**src/rtl/shift_sequencer_if.sv**
```systemverilog
// Handshake bundle between the requesters / response consumer and the shared
// shift sequencer.
//   req_valid/req_ready : per-requester command handshake (ready is one-hot or zero)
//   req_data/op/amt     : packed per-requester operand, opcode and shift amount
//   rsp_valid/rsp_ready : single response channel handshake
//   rsp_data/rsp_id     : shifted result and index of the issuing requester
// master = requester/consumer side, slave = sequencer side.
interface shift_sequencer_if #(
  parameter int NREQ = 4,
  parameter int W    = 8,
  parameter int IDW  = $clog2(NREQ)
);
  logic [NREQ-1:0]   req_valid;
  logic [NREQ-1:0]   req_ready;
  logic [NREQ*W-1:0] req_data;
  logic [NREQ*3-1:0] req_op;
  logic [NREQ*3-1:0] req_amt;
  logic              rsp_valid;
  logic              rsp_ready;
  logic [W-1:0]      rsp_data;
  logic [IDW-1:0]    rsp_id;

  modport master (
    output req_valid, req_data, req_op, req_amt, rsp_ready,
    input  req_ready, rsp_valid, rsp_data, rsp_id
  );

  modport slave (
    input  req_valid, req_data, req_op, req_amt, rsp_ready,
    output req_ready, rsp_valid, rsp_data, rsp_id
  );
endinterface

```
**src/rtl/shift_sequencer.sv**
```systemverilog
// Shared iterative shift engine for NREQ requesters.
// Commands are arbitrated round-robin, executed one bit position per cycle,
// and the result is returned on one response channel tagged with the
// requester index.
//   clk   : rising-edge clock
//   rst_n : asynchronous active-low reset
//   bus   : slave side of shift_sequencer_if (commands in, response out)
//   busy  : high whenever the sequencer is not idle
module shift_sequencer #(
  parameter int NREQ = 4,
  parameter int W    = 8,
  parameter int IDW  = $clog2(NREQ)
) (
  input  logic             clk,
  input  logic             rst_n,
  shift_sequencer_if.slave bus,
  output logic             busy
);

  typedef enum logic [1:0] {IDLE = 2'd0, SHIFT = 2'd1, RESP = 2'd2} state_t;

  state_t          state, state_nxt;
  logic [IDW-1:0]  ptr;
  logic [IDW-1:0]  grant_idx;
  logic [IDW-1:0]  scan;
  logic [IDW-1:0]  rsp_id_q;
  logic            grant_vld;
  logic            direct;
  logic [W-1:0]    sel_data;
  logic [W-1:0]    work;
  logic [2:0]      sel_op;
  logic [2:0]      sel_amt;
  logic [2:0]      op_q;
  logic [2:0]      cnt;
  logic [NREQ-1:0] ready;

  // One bit position of the selected operation.
  function automatic logic [W-1:0] shift_step(input logic [W-1:0] v,
                                              input logic [2:0] op);
    logic [W-1:0] r;
    case (op)
      3'b001, 3'b011: r = {v[W-2:0], 1'b0};
      3'b010:         r = {1'b0, v[W-1:1]};
      3'b100:         r = {v[W-1], v[W-1:1]};
      3'b101:         r = {v[W-2:0], v[W-1]};
      3'b110:         r = {v[0], v[W-1:1]};
      default:        r = v;
    endcase
    return r;
  endfunction

  // Round-robin scan: first valid requester at or above ptr, wrapping.
  always_comb begin
    grant_vld = 1'b0;
    grant_idx = '0;
    scan      = '0;
    sel_data  = '0;
    sel_op    = '0;
    sel_amt   = '0;
    for (int i = 0; i < NREQ; i++) begin
      scan = IDW'((int'(ptr) + i) % NREQ);
      if (!grant_vld && bus.req_valid[scan]) begin
        grant_vld = 1'b1;
        grant_idx = scan;
        sel_data  = bus.req_data[int'(scan)*W +: W];
        sel_op    = bus.req_op[int'(scan)*3 +: 3];
        sel_amt   = bus.req_amt[int'(scan)*3 +: 3];
      end
    end
  end

  // Pass, invalid and zero-amount commands skip the shift loop entirely.
  assign direct = (sel_amt == 3'd0) || (sel_op == 3'b000) || (sel_op == 3'b111);

  always_ff @(posedge clk or negedge rst_n) begin
    if (!rst_n) state <= IDLE;
    else        state <= state_nxt;
  end

  always_comb begin
    state_nxt = state;
    case (state)
      IDLE:    if (grant_vld) state_nxt = direct ? RESP : SHIFT;
      SHIFT:   if (cnt == 3'd1) state_nxt = RESP;
      RESP:    if (bus.rsp_ready) state_nxt = IDLE;
      default: state_nxt = IDLE;
    endcase
  end

  always_comb begin
    ready = '0;
    if (state == IDLE && grant_vld) ready[grant_idx] = 1'b1;
  end

  assign bus.req_ready = ready;
  assign bus.rsp_valid = (state == RESP);
  assign bus.rsp_data  = work;
  assign bus.rsp_id    = rsp_id_q;
  assign busy          = (state != IDLE);

  // Capture on the grant edge, then iterate the working register in SHIFT.
  always_ff @(posedge clk or negedge rst_n) begin
    if (!rst_n) begin
      ptr      <= '0;
      cnt      <= '0;
      work     <= '0;
      op_q     <= '0;
      rsp_id_q <= '0;
    end else begin
      case (state)
        IDLE: begin
          if (grant_vld) begin
            op_q     <= sel_op;
            rsp_id_q <= grant_idx;
            ptr      <= (grant_idx == IDW'(NREQ - 1)) ? '0 : grant_idx + 1'b1;
            work     <= (sel_op == 3'b111) ? '0 : sel_data;
            cnt      <= direct ? 3'd0 : sel_amt;
          end
        end
        SHIFT: begin
          work <= shift_step(work, op_q);
          cnt  <= cnt - 3'd1;
        end
        default: ;
      endcase
    end
  end

endmodule
```
**src/flat_wrapper.sv**
```systemverilog
// flat-port wrapper written by rule: the top's interface ports become plain ports
module shift_sequencer_flat 
#(
  parameter int NREQ = 4,
  parameter int W    = 8,
  parameter int IDW  = $clog2(NREQ)
)
  (clk, rst_n, busy, bus_req_valid, bus_req_data, bus_req_op, bus_req_amt, bus_rsp_ready, bus_req_ready, bus_rsp_valid, bus_rsp_data, bus_rsp_id);
  shift_sequencer_if #(.NREQ(NREQ), .W(W), .IDW(IDW)) bus_i ();
  input  logic clk;
  input  logic rst_n;
  output logic busy;
  input wire logic [$bits(bus_i.req_valid)-1:0] bus_req_valid;
  input wire logic [$bits(bus_i.req_data)-1:0] bus_req_data;
  input wire logic [$bits(bus_i.req_op)-1:0] bus_req_op;
  input wire logic [$bits(bus_i.req_amt)-1:0] bus_req_amt;
  input wire logic [$bits(bus_i.rsp_ready)-1:0] bus_rsp_ready;
  output wire logic [$bits(bus_i.req_ready)-1:0] bus_req_ready;
  output wire logic [$bits(bus_i.rsp_valid)-1:0] bus_rsp_valid;
  output wire logic [$bits(bus_i.rsp_data)-1:0] bus_rsp_data;
  output wire logic [$bits(bus_i.rsp_id)-1:0] bus_rsp_id;
  assign bus_i.req_valid = bus_req_valid;
  assign bus_i.req_data = bus_req_data;
  assign bus_i.req_op = bus_req_op;
  assign bus_i.req_amt = bus_req_amt;
  assign bus_i.rsp_ready = bus_rsp_ready;
  assign bus_req_ready = bus_i.req_ready;
  assign bus_rsp_valid = bus_i.rsp_valid;
  assign bus_rsp_data = bus_i.rsp_data;
  assign bus_rsp_id = bus_i.rsp_id;
  shift_sequencer #(.NREQ(NREQ), .W(W), .IDW(IDW)) u_core (.clk(clk), .rst_n(rst_n), .bus(bus_i), .busy(busy));
endmodule
```
**config.mk**
```make
export PLATFORM = sky130hd
export DESIGN_NAME = shift_sequencer_flat
export DESIGN_NICKNAME = d
export VERILOG_FILES = /design/src/rtl/shift_sequencer_if.sv /design/src/rtl/shift_sequencer.sv /design/src/flat_wrapper.sv
export SDC_FILE = /design/constraint.sdc
export NUM_CORES = 1
export LEC_CHECK = 0
export BUFFER_PORTS_ARGS = -buffer_cell sky130_fd_sc_hd__buf_2
export CAP_MARGIN = 30
export CORE_MARGIN = 3
export CORE_UTILIZATION = 55
export CTS_CLUSTER_SIZE = 20
export DETAILED_ROUTE_END_ITERATION = 10
export PLACE_DENSITY = 0.93
export SYNTH_ARGS = -nofsm -noshare
export SYNTH_HDL_FRONTEND = slang
export SYNTH_SLANG_ARGS = --single-unit
export TNS_END_PERCENT = 5
```
**constraint.sdc**
```tcl
create_clock -name clk -period 8.5 [get_ports clk]
set_input_delay 1.7 -clock clk [delete_from_list [all_inputs] [get_ports clk]]
set_output_delay 1.7 -clock clk [all_outputs]
set_load 0.03 [all_outputs]
```
# --- Yosys cells after proc, flatten, opt, wreduce, memory -nomap -nowiden ---
# Index checks and enable logic that the tools add are counted.
# W data, S select, Z words.
word_totals:
  romBits: 0
  memories: 0
  out_inout_bits: 16
  latchBits: 0
  ram_bits: 0
  register_bits: 20
classes:
  addsub: 5
  div: 0
  n_bitwise: 0
  eq_ne: 17
  shift: 12
  order_cmp: 6
  n_reduce_logical: 21
  mux: 44
  multipliers: 4
ops:
  columns: ["operator", "count"]
  rows:
  - ["$shiftx A12 B32 Y3", 8]
  - ["$shiftx A32 B6 Y8", 4]
  - ["$mux W8", 6]
  - ["$pmux W8 S5", 1]
  - ["$mux W3", 10]
  - ["$mux W2", 9]
  - ["$mul A2 B2 Y4 const B", 4]
  - ["$pmux W8 S2", 1]
  - ["$lt A2 B3 Y1 const B", 5]
  - ["$eq A3 B3 Y1 const B", 4]
  - ["$mux W1", 9]
  - ["$bmux W1 S2", 4]
  - ["$eq A3 B1 Y1 const B", 2]
  - ["$eq A3 B2 Y1 const B", 2]
  - ["$logic_not A3 Y1", 2]
  - ["$ne A6 B6 Y1 const B", 1]
  - ["$pmux W2 S3", 1]
  - ["$pmux W3 S2", 1]
  - ["$reduce_and A3 Y1", 2]
  - ["$logic_and A1 B1 Y1", 5]
  - ["$ne A5 B5 Y1 const B", 1]
  - ["$add A2 B1 Y2 const B", 2]
  - ["$add A2 B2 Y2 const B", 2]
  - ["$eq A2 B2 Y1 const B", 2]
  - ["14 further kinds", 21]

# --- Depth between registers and ports, before layout ---
# Gate-level depths: netlist (run 1).
logic_depth:
  word_depth: 18
  mapped_depth: 12
  depth_no_buf: 8

# --- Worst setup path before layout (run 1) ---
# Ideal clock, no wire load.
synth_path:
  path_kind: "input to output"
  startpoint: "input port bus_req_valid[0]"
  endpoint: "output port bus_req_ready[3]"
  cell_stages: 7
  setup_slack_ns: 3.890
  required_time_ns: 6.800
  path_buffers: 1
  arrival_ns: 2.910
  path_cell_list: "buf_2 -> a21oi_1 -> o21a_1 -> o21ai_0 -> inv_1 -> ha_1 -> and3_1"
synth_via:
  elab_chain_cells: 17
synth_rtl:
  columns: ["item", "line_no", "source"]
  rows:
  - ["start: declaration", "flat_wrapper.sv:13", "input wire logic [$bits(bus_i.req_valid)-1:0] bus_req_valid;"]
  - ["$bmux W1 S2", "shift_sequencer.sv:62", "if (!grant_vld && bus.req_valid[scan]) begin"]
  - ["$mux W1 (implied by the code)", "shift_sequencer.sv:62", null]
  - ["$mux W1", "shift_sequencer.sv:62", null]
  - ["$logic_not A1 Y1", "shift_sequencer.sv:62", null]
  - ["$logic_and A1 B1 Y1", "shift_sequencer.sv:62", null]
  - ["$mux W1", "shift_sequencer.sv:62", null]
  - ["$logic_not A1 Y1", "shift_sequencer.sv:62", null]
  - ["$logic_and A1 B1 Y1", "shift_sequencer.sv:62", null]
  - ["[... 2 more ...]", null, null]
  - ["$logic_and A1 B1 Y1", "shift_sequencer.sv:62", null]
  - ["$mux W2 (*)", "shift_sequencer.sv:62", null]
  - ["named net u_core.grant_idx[1]", "shift_sequencer.sv:24", "logic [IDW-1:0] grant_idx;"]
  - ["$lt A2 B3 Y1 (implied by the code) or $ge A2 B1 Y1 (tied branches)", "shift_sequencer.sv:92", "if (state == IDLE && grant_vld) ready[grant_idx] = 1'b1;"]
  - ["$logic_and A1 B1 Y1 (implied by the code)", "shift_sequencer.sv:92", null]
  - ["$mux W1 (implied by the code)", "shift_sequencer.sv:92", null]
  - ["$demux W1 S2 (*)", null, null]
  - ["$mux W4 (*)", "shift_sequencer.sv:92", null]
  - ["end: declaration", "flat_wrapper.sv:18", "output wire logic [$bits(bus_i.req_ready)-1:0] bus_req_ready;"]
# Mark *: on every way through the listed nets, which the timed path passes. The rest lies on a longest branch. The select of a mux whose other input is x is not followed.

# --- Final worst setup path (run 1) ---
# Same ends and word-level chain as after synthesis.

==> key figures, run 1 <==
Status
  • Status: complete, no violations

Timing
  • Max Clock Skew: roughly 0.0026 ns
  • Final setup vio count: 0
  • Post-layout min period: between 4 and 5 ns
  • Final hold slack: 0.4882 ns
  • Final hold viol count: 0
  • Achievable frequency: 0.2040 GHz
  • Worst-Margin Slew: roughly 1 ns
  • RSZ-0062 raised after global routing: false
  • Setup TNS: 0 ns
  • Worst slew margin: 0.3377
  • Final worst-path cycle share: 0.5768
  • Final slew viol count: 0

Placed design
  • PortBufs: 78
  • DP HPWL: 5964 microns
  • Post-Place Cells: 500
  • Routability Congestion: ~0.83

Clock network
  • CTS Sinks: 20
  • Root Buffer: clkbuf_8
  • CTS tree: built
  • Post-CTS setup repair buffer count: 0
  • Post-CTS Hold Buffers: 0
  • H-tree depth: 1
  • TritonCTS Buffers: 3
  • Worst-path clk slew: roughly 0.07 ns
  • Skew-Pair Late Insertion Delay: between 0.2 and 0.3 ns
  • CTS max path bufs: 2
  • Post-cts resize count: 0

Yosys
  • Main combinational cell family by area after synthesis: multiplexers
  • Syn Area/Cell: ~8.4 sq um
  • Synthesis-stage register bit count: 20
  • Synth cell types: 57
  • Cells after synthesis: about 380
  • Adder-Cell Fraction of Synth Area: 0.02358
  • Syn nets: 446
  • Mapped cell area: about 3200 sq um
  • Synth Warn #: 0
  • Mux cell area share after synthesis: 0.2778
  • Post-synthesis compound-gate area fraction: 0.2377
  • Sequential area share after synthesis: 0.1572
  • XOR/XNOR share of the synthesized area: 0
  • Synth Area in Simple Gates: 0.2134

Critical path
  • Worst Setup SP: bus_req_valid[0]
  • Launch point of the worst reg-to-reg path: u_core.ptr[1]$_DFFE_PN0P_
  • Worst setup EP type: output pin
  • Setup CP Type: primary input to output pin
  • WP data required: 6.80 ns
  • CP Launch Type: primary input
  • Worst r2r path cells: 9
  • Reg2Reg Setup Slack: 5.03 ns
  • CP Max Fanout: 12
  • Worst R2R End: u_core.cnt[1]$_DFFE_PN0P_
  • Crit path DAT: 3.20 ns

Final layout
  • # diodes: 0
  • Final cell count without fillers: 504
  • Fillers: roughly 490
  • Nets: 502
  • Most frequent cells in the layout: buf_2, nand2_1, mux2i_1
  • P&R area growth vs syn: 10.33%
  • Share of layout cells above drive strength 1: 0.3287
  • Commonest non-fill, non-tap cell in the layout: buf_2

Hold path
  • Hold path cells: 2
  • Hold Crit Endpoint: u_core.bus.rsp_id[0]$_DFFE_PN0P_
  • Hold Path Origin: u_core.bus.rsp_id[0]$_DFFE_PN0P_
  • Type of the worst min-delay path: flop to flop

Global routing
  • Initial antenna violation count: 0
  • Vias in the first global route: 2893
  • Total grt overflow: 0
  • First-pass GRT wire length: 12720 microns
  • Total GRT Usage: 0.2359
  • Maximum number of pins on one net before global-route repair: 77

Power
  • Clock power frac: 0.061
  • Comb pwr share: 0.784
  • Pwr Density: approximately 350 nW/um^2
  • Leakage: 1.562 nW
  • Sw frac: 0.5170
  • P_sw: ~0.63 mW
  • Int Pwr: 0.5932 mW
  • Maximum vdd drop: 0.1542 mV
  • Flop pwr share: 0.155

Drt
  • Vias: around 3200
  • Wirelength, routed: slightly above 8000 microns
  • ANT nets after route: 0
  • Router iterations before antenna repair: 5
  • Residual DRC: 0
  • DRT iter0 DRCs: around 190
  • Vias per cell: between 6 and 7
  • Post-DR wirelength/cell: roughly 16 microns

Die
  • Die ar.: between 6000 and 7000 sq um
  • FP Rows: 27
  • Die Ht: ~82 microns
  • IO Count: 79
  • Core Region: ~5500 sq um
  • Initial Util: 0.5748
  • Die width: slightly above 80 microns

Job
  • Max-cap viol count: 0
==> synthesized netlist by cell type, drive strengths merged <==
library cell | instances | area (sq um)
ha | 6 | 75.07
and4b | 1 | 10.01
a221o | 1 | 10.01
and2b | 4 | 35.03
and3b | 1 | 12.51
o21bai | 1 | 7.510
inv | 15 | 56.30
mux2i | 31 | 310.3
o21a | 2 | 15.01
a21oi | 24 | 123.9
a31oi | 13 | 87.58
nand2b | 4 | 25.02
nor2 | 25 | 93.84
a32oi | 3 | 26.28
o221ai | 6 | 58.80
a22oi | 8 | 60.06
a21o | 1 | 7.510
nand2 | 45 | 168.9
o22ai | 3 | 25.02
a221oi | 9 | 97.59
clkbuf | 11 | 85.08
nand4bb | 1 | 27.53
buf | 19 | 146.4
nor2b | 18 | 112.6
or3 | 8 | 50.05
a211o | 1 | 8.760
nand3 | 6 | 35.03
and2 | 2 | 13.77
nand4b | 2 | 17.52
o31ai | 2 | 15.01
nor3b | 2 | 20.02
nand4 | 1 | 6.260
mux4 | 15 | 337.8
and3 | 8 | 51.30
o211ai | 4 | 30.03
a211oi | 6 | 45.04
o21ai | 27 | 138.9
dfrtp | 20 | 500.5
mux2 | 21 | 236.5
==> how the worst max path moves through the flow <==
stage                                   to  slack, ns  cells after the start
after global placement    bus_req_ready[3]       3.68                      8
after global routing      bus_req_ready[3]       3.47                      8
after detailed placement  bus_req_ready[3]       3.61                      8
after floorplan           bus_req_ready[3]       3.89                      7
final                     bus_req_ready[3]       3.60                      8
after CTS                 bus_req_ready[3]       3.61                      8
==> final cells by class <==
type / count / area [sq um] / share of cell area
clock buffer: 4 / 55.05 / 0.01567
inverter: 15 / 56.30 / 0.01603
multi-input combinational: 312 / 2396 / 0.6820
sequential: 20 / 503.0 / 0.1432
tap: 72 / 90.09 / 0.02564
timing repair buffer: 81 / 412.9 / 0.1175
==> registers in the layout, summed over array words and instances (netlist names) <==
signal / cells
u_core.ptr: 2
u_core.op_q: 3
u_core.bus.rsp_data: 8
u_core.state: 2
u_core.cnt: 3
u_core.bus.rsp_id: 2
==> critical path, stage by stage <==
cell and delay, ns:
buf_2 0.19, a21oi_1 0.09, o21a_1 0.20, o21ai_0 0.37, inv_1 0.12, ha_1 0.21, and3_1 0.14, buf_2 0.17
==> metrics by stage <==
step / power, mW / utilization / worst slack [ns] / instance area (sq um)
2_1_floorplan: 0.9999 / - / 3.890 / 3184
3_3_place_gp: 1.106 / 0.6242 / 3.683 / 3458
3_5_place_dp: 1.143 / 0.6242 / 3.613 / 3458
4_1_cts: 1.219 / 0.6341 / 3.611 / 3513
5_1_grt: 1.336 / 0.6341 / 3.473 / 3513
6_report: 1.228 / 0.6341 / 3.597 / 3513
==> power groups by stage <==
stage / clock [mW] / combinational [mW] / sequential (mW)
global placement: 0 / 0.918 / 0.188
CTS: 0.0749 / 0.954 / 0.190
floorplan: 0 / 0.771 / 0.229
global route: 0.0790 / 1.06 / 0.197
finish: 0.0746 / 0.963 / 0.191
detailed placement: 0 / 0.951 / 0.191
==> per-layer routing <==
metal	routed length, microns	global-route usage	vias to the layer above
li1	-	-	1539
met1	3409	0.3193	1501
met2	3907	0.3877	132
met3	549	0.01627	15
met4	176	0.1030	0
met5	0	0	-
==> kinds of logic after synthesis <==
group,count (synthesis)
and+or+nand+nor,128
DFF,20
adders and majority gates,6
buffers and inverters,45
muxes,67
AOI/OAI and AO/OA,111
(Power assumes the default switching activity.)
==> run 2: changes to the inputs <==
==> constraint.sdc (replaced) <==
create_clock -name clk -period 5.05 [get_ports clk]
set_input_delay 1.01 -clock clk [delete_from_list [all_inputs] [get_ports clk]]
set_output_delay 1.01 -clock clk [all_outputs]
set_load 0.03 [all_outputs]
==> run 2 against run 1 <==
Effect of this change:
- first-iteration DRC count is 11% lower
- highest routed layer unchanged
- flip-flop and latch count stayed put
- largest power group unchanged
- wire length increased by 3.6%
- largest cell class unchanged
- critical endpoint unchanged
- register-to-register slack worse by 3.5 ns
- cell count did not move
- critical path type is now flop to output pin
- core utilization did not move
- hold slack worse by 0.013 ns
==> key figures, run 2 (synthesized netlist as in run 1, its figures left out) <==
Global routing
  • Vias in the first global route: roughly 2900
  • Total grt overflow: 0
  • Initial antenna violation count: 0
  • Total GRT Usage: 0.2459
  • First-pass GRT wire length: around 13000 microns
  • Maximum number of pins on one net before global-route repair: 43

Final layout
  • # diodes: 0
  • Most frequent cells in the layout: buf_2, nand2_1, mux2i_1
  • Layout Utilization: 0.6341
  • Share of layout cells above drive strength 1: 0.3287
  • Max FFs per register: 8
  • Commonest non-fill, non-tap cell in the layout: buf_2
  • Nets: roughly 500
  • Cell area after layout: 3513 sq um
  • P&R area growth vs syn: 10.33%

Clock network
  • CTS max path bufs: 2
  • Skew-Pair Late Insertion Delay: roughly 0.27 ns
  • Root Buffer: clkbuf_8
  • H-tree depth: 1
  • Post-CTS setup repair buffer count: 0
  • Worst-path clk slew: around 0.07 ns
  • CTS Sinks: 20
  • TritonCTS Buffers: 3
  • Post-CTS Hold Buffers: 0
  • CTS tree: built
  • Post-cts resize count: 0

Drt
  • Residual DRC: 0
  • Wirelength, routed: around 8300 microns
  • DRT iter0 DRCs: between 150 and 200
  • Vias: 3227
  • ANT nets after route: 0
  • Router iterations before antenna repair: 5
  • Vias per cell: ~6.4
  • Post-DR wirelength/cell: 16.54 microns

Status
  • Status: complete, no violations

Die
  • FP Rows: 27
  • Initial Util: 0.5748
  • Die Ht: 82.09 microns
  • Die width: ~82 microns
  • Core Region: about 5500 sq um
  • Die ar.: 6739 sq um
  • IO Count: between 70 and 80

Timing
  • Achievable frequency: 0.2781 GHz
  • Final worst-path cycle share: 0.7120
  • RSZ-0062 raised after global routing: false
  • Max Clock Skew: approximately 0.004 ns
  • Final hold viol count: 0
  • Post-layout min period: between 3 and 4 ns
  • Worst slew margin: 0.3496
  • Final slew viol count: 0
  • Setup TNS: 0 ns
  • Worst-Margin Slew: a little under 1 ns
  • Final setup vio count: 0
  • Final WS setup: about 1.5 ns

Placed design
  • PortBufs: 78
  • DP HPWL: 6299 microns
  • Routability Congestion: 0.8715
  • DP Worst Slack: roughly 1.5 ns
  • Post-placement cell area: 3458 sq um

Critical path
  • Reg2Reg Setup Slack: 1.58 ns
  • CP Launch Type: flop
  • Worst setup EP type: output pin
  • WP data required: just over 4 ns
  • CP Max Fanout: 32
  • Crit path DAT: approximately 2.6 ns
  • Setup CP Type: flop to output pin

Power
  • Maximum vdd drop: 0.3123 mV
  • Pwr Density: ~590 nW/um^2
  • Leakage: roughly 1.6 nW

Job
  • Max-cap viol count: 0

Hold path
  • Type of the worst min-delay path: flop to flop
[run 2: critical path: stages (launching register included)]
cell and delay, ns:
dfrtp_2 0.76, buf_4 0.47, nor2b_1 0.14, o21ai_0 0.18, nand2_1 0.14, inv_1 0.12
ha_1 0.16, and3_1 0.13, buf_2 0.19
[run 2: layout make-up]
type | instances | area, sq um
Clock buffer | 4 | 55.05
Fill cell | 491 | 2027
Inverter | 15 | 56.30
Multi-Input combinational cell | 312 | 2396
Sequential cell | 20 | 503.0
Tap cell | 72 | 90.09
Timing Repair Buffer | 81 | 412.9
[run 2: per-stage QoR]
stage                     total power, mW  instances  hold WS, ns
after floorplan                     1.683        377       0.4768
after global placement              1.859        500       0.4691
after detailed placement            1.925        500       0.4651
after CTS                           2.059        504       0.4810
after global routing                2.245        504       0.5123
final                               2.081        504       0.4755
[run 2: report_power, final]
part           leakage, nW  internal [mW]  switching [mW]
sequential           0.237          0.243           0.171
combinational         1.30          0.683           0.859
clock               0.0288         0.0696          0.0560
total                 1.56          0.996            1.09
[run 2: path summary, 6_finish.rpt]
check | start | end | cells past startpoint
max | u_core.ptr[0]$_DFFE_PN0P_ | bus_req_ready[3] | 8
min in group asynchronous | rst_n | u_core.bus.rsp_data[6]$_DFFE_PN0P_ | 1
min | u_core.bus.rsp_id[0]$_DFFE_PN0P_ | u_core.bus.rsp_id[0]$_DFFE_PN0P_ | 2
max reg2reg | u_core.ptr[0]$_DFFE_PN0P_ | u_core.cnt[1]$_DFFE_PN0P_ | 9
min reg2reg | u_core.bus.rsp_id[0]$_DFFE_PN0P_ | u_core.bus.rsp_id[0]$_DFFE_PN0P_ | 2
max in group asynchronous | rst_n | u_core.ptr[0]$_DFFE_PN0P_ | 1
[run 2: per-layer routing]
metal / GRT usage / share of wire / wire length [microns]
met5: 0 / 0 / 0
met4: 0.07807 / 0.017 / 142
met3: 0.02169 / 0.076 / 631
met2: 0.4031 / 0.49 / 4106
met1: 0.3426 / 0.41 / 3454
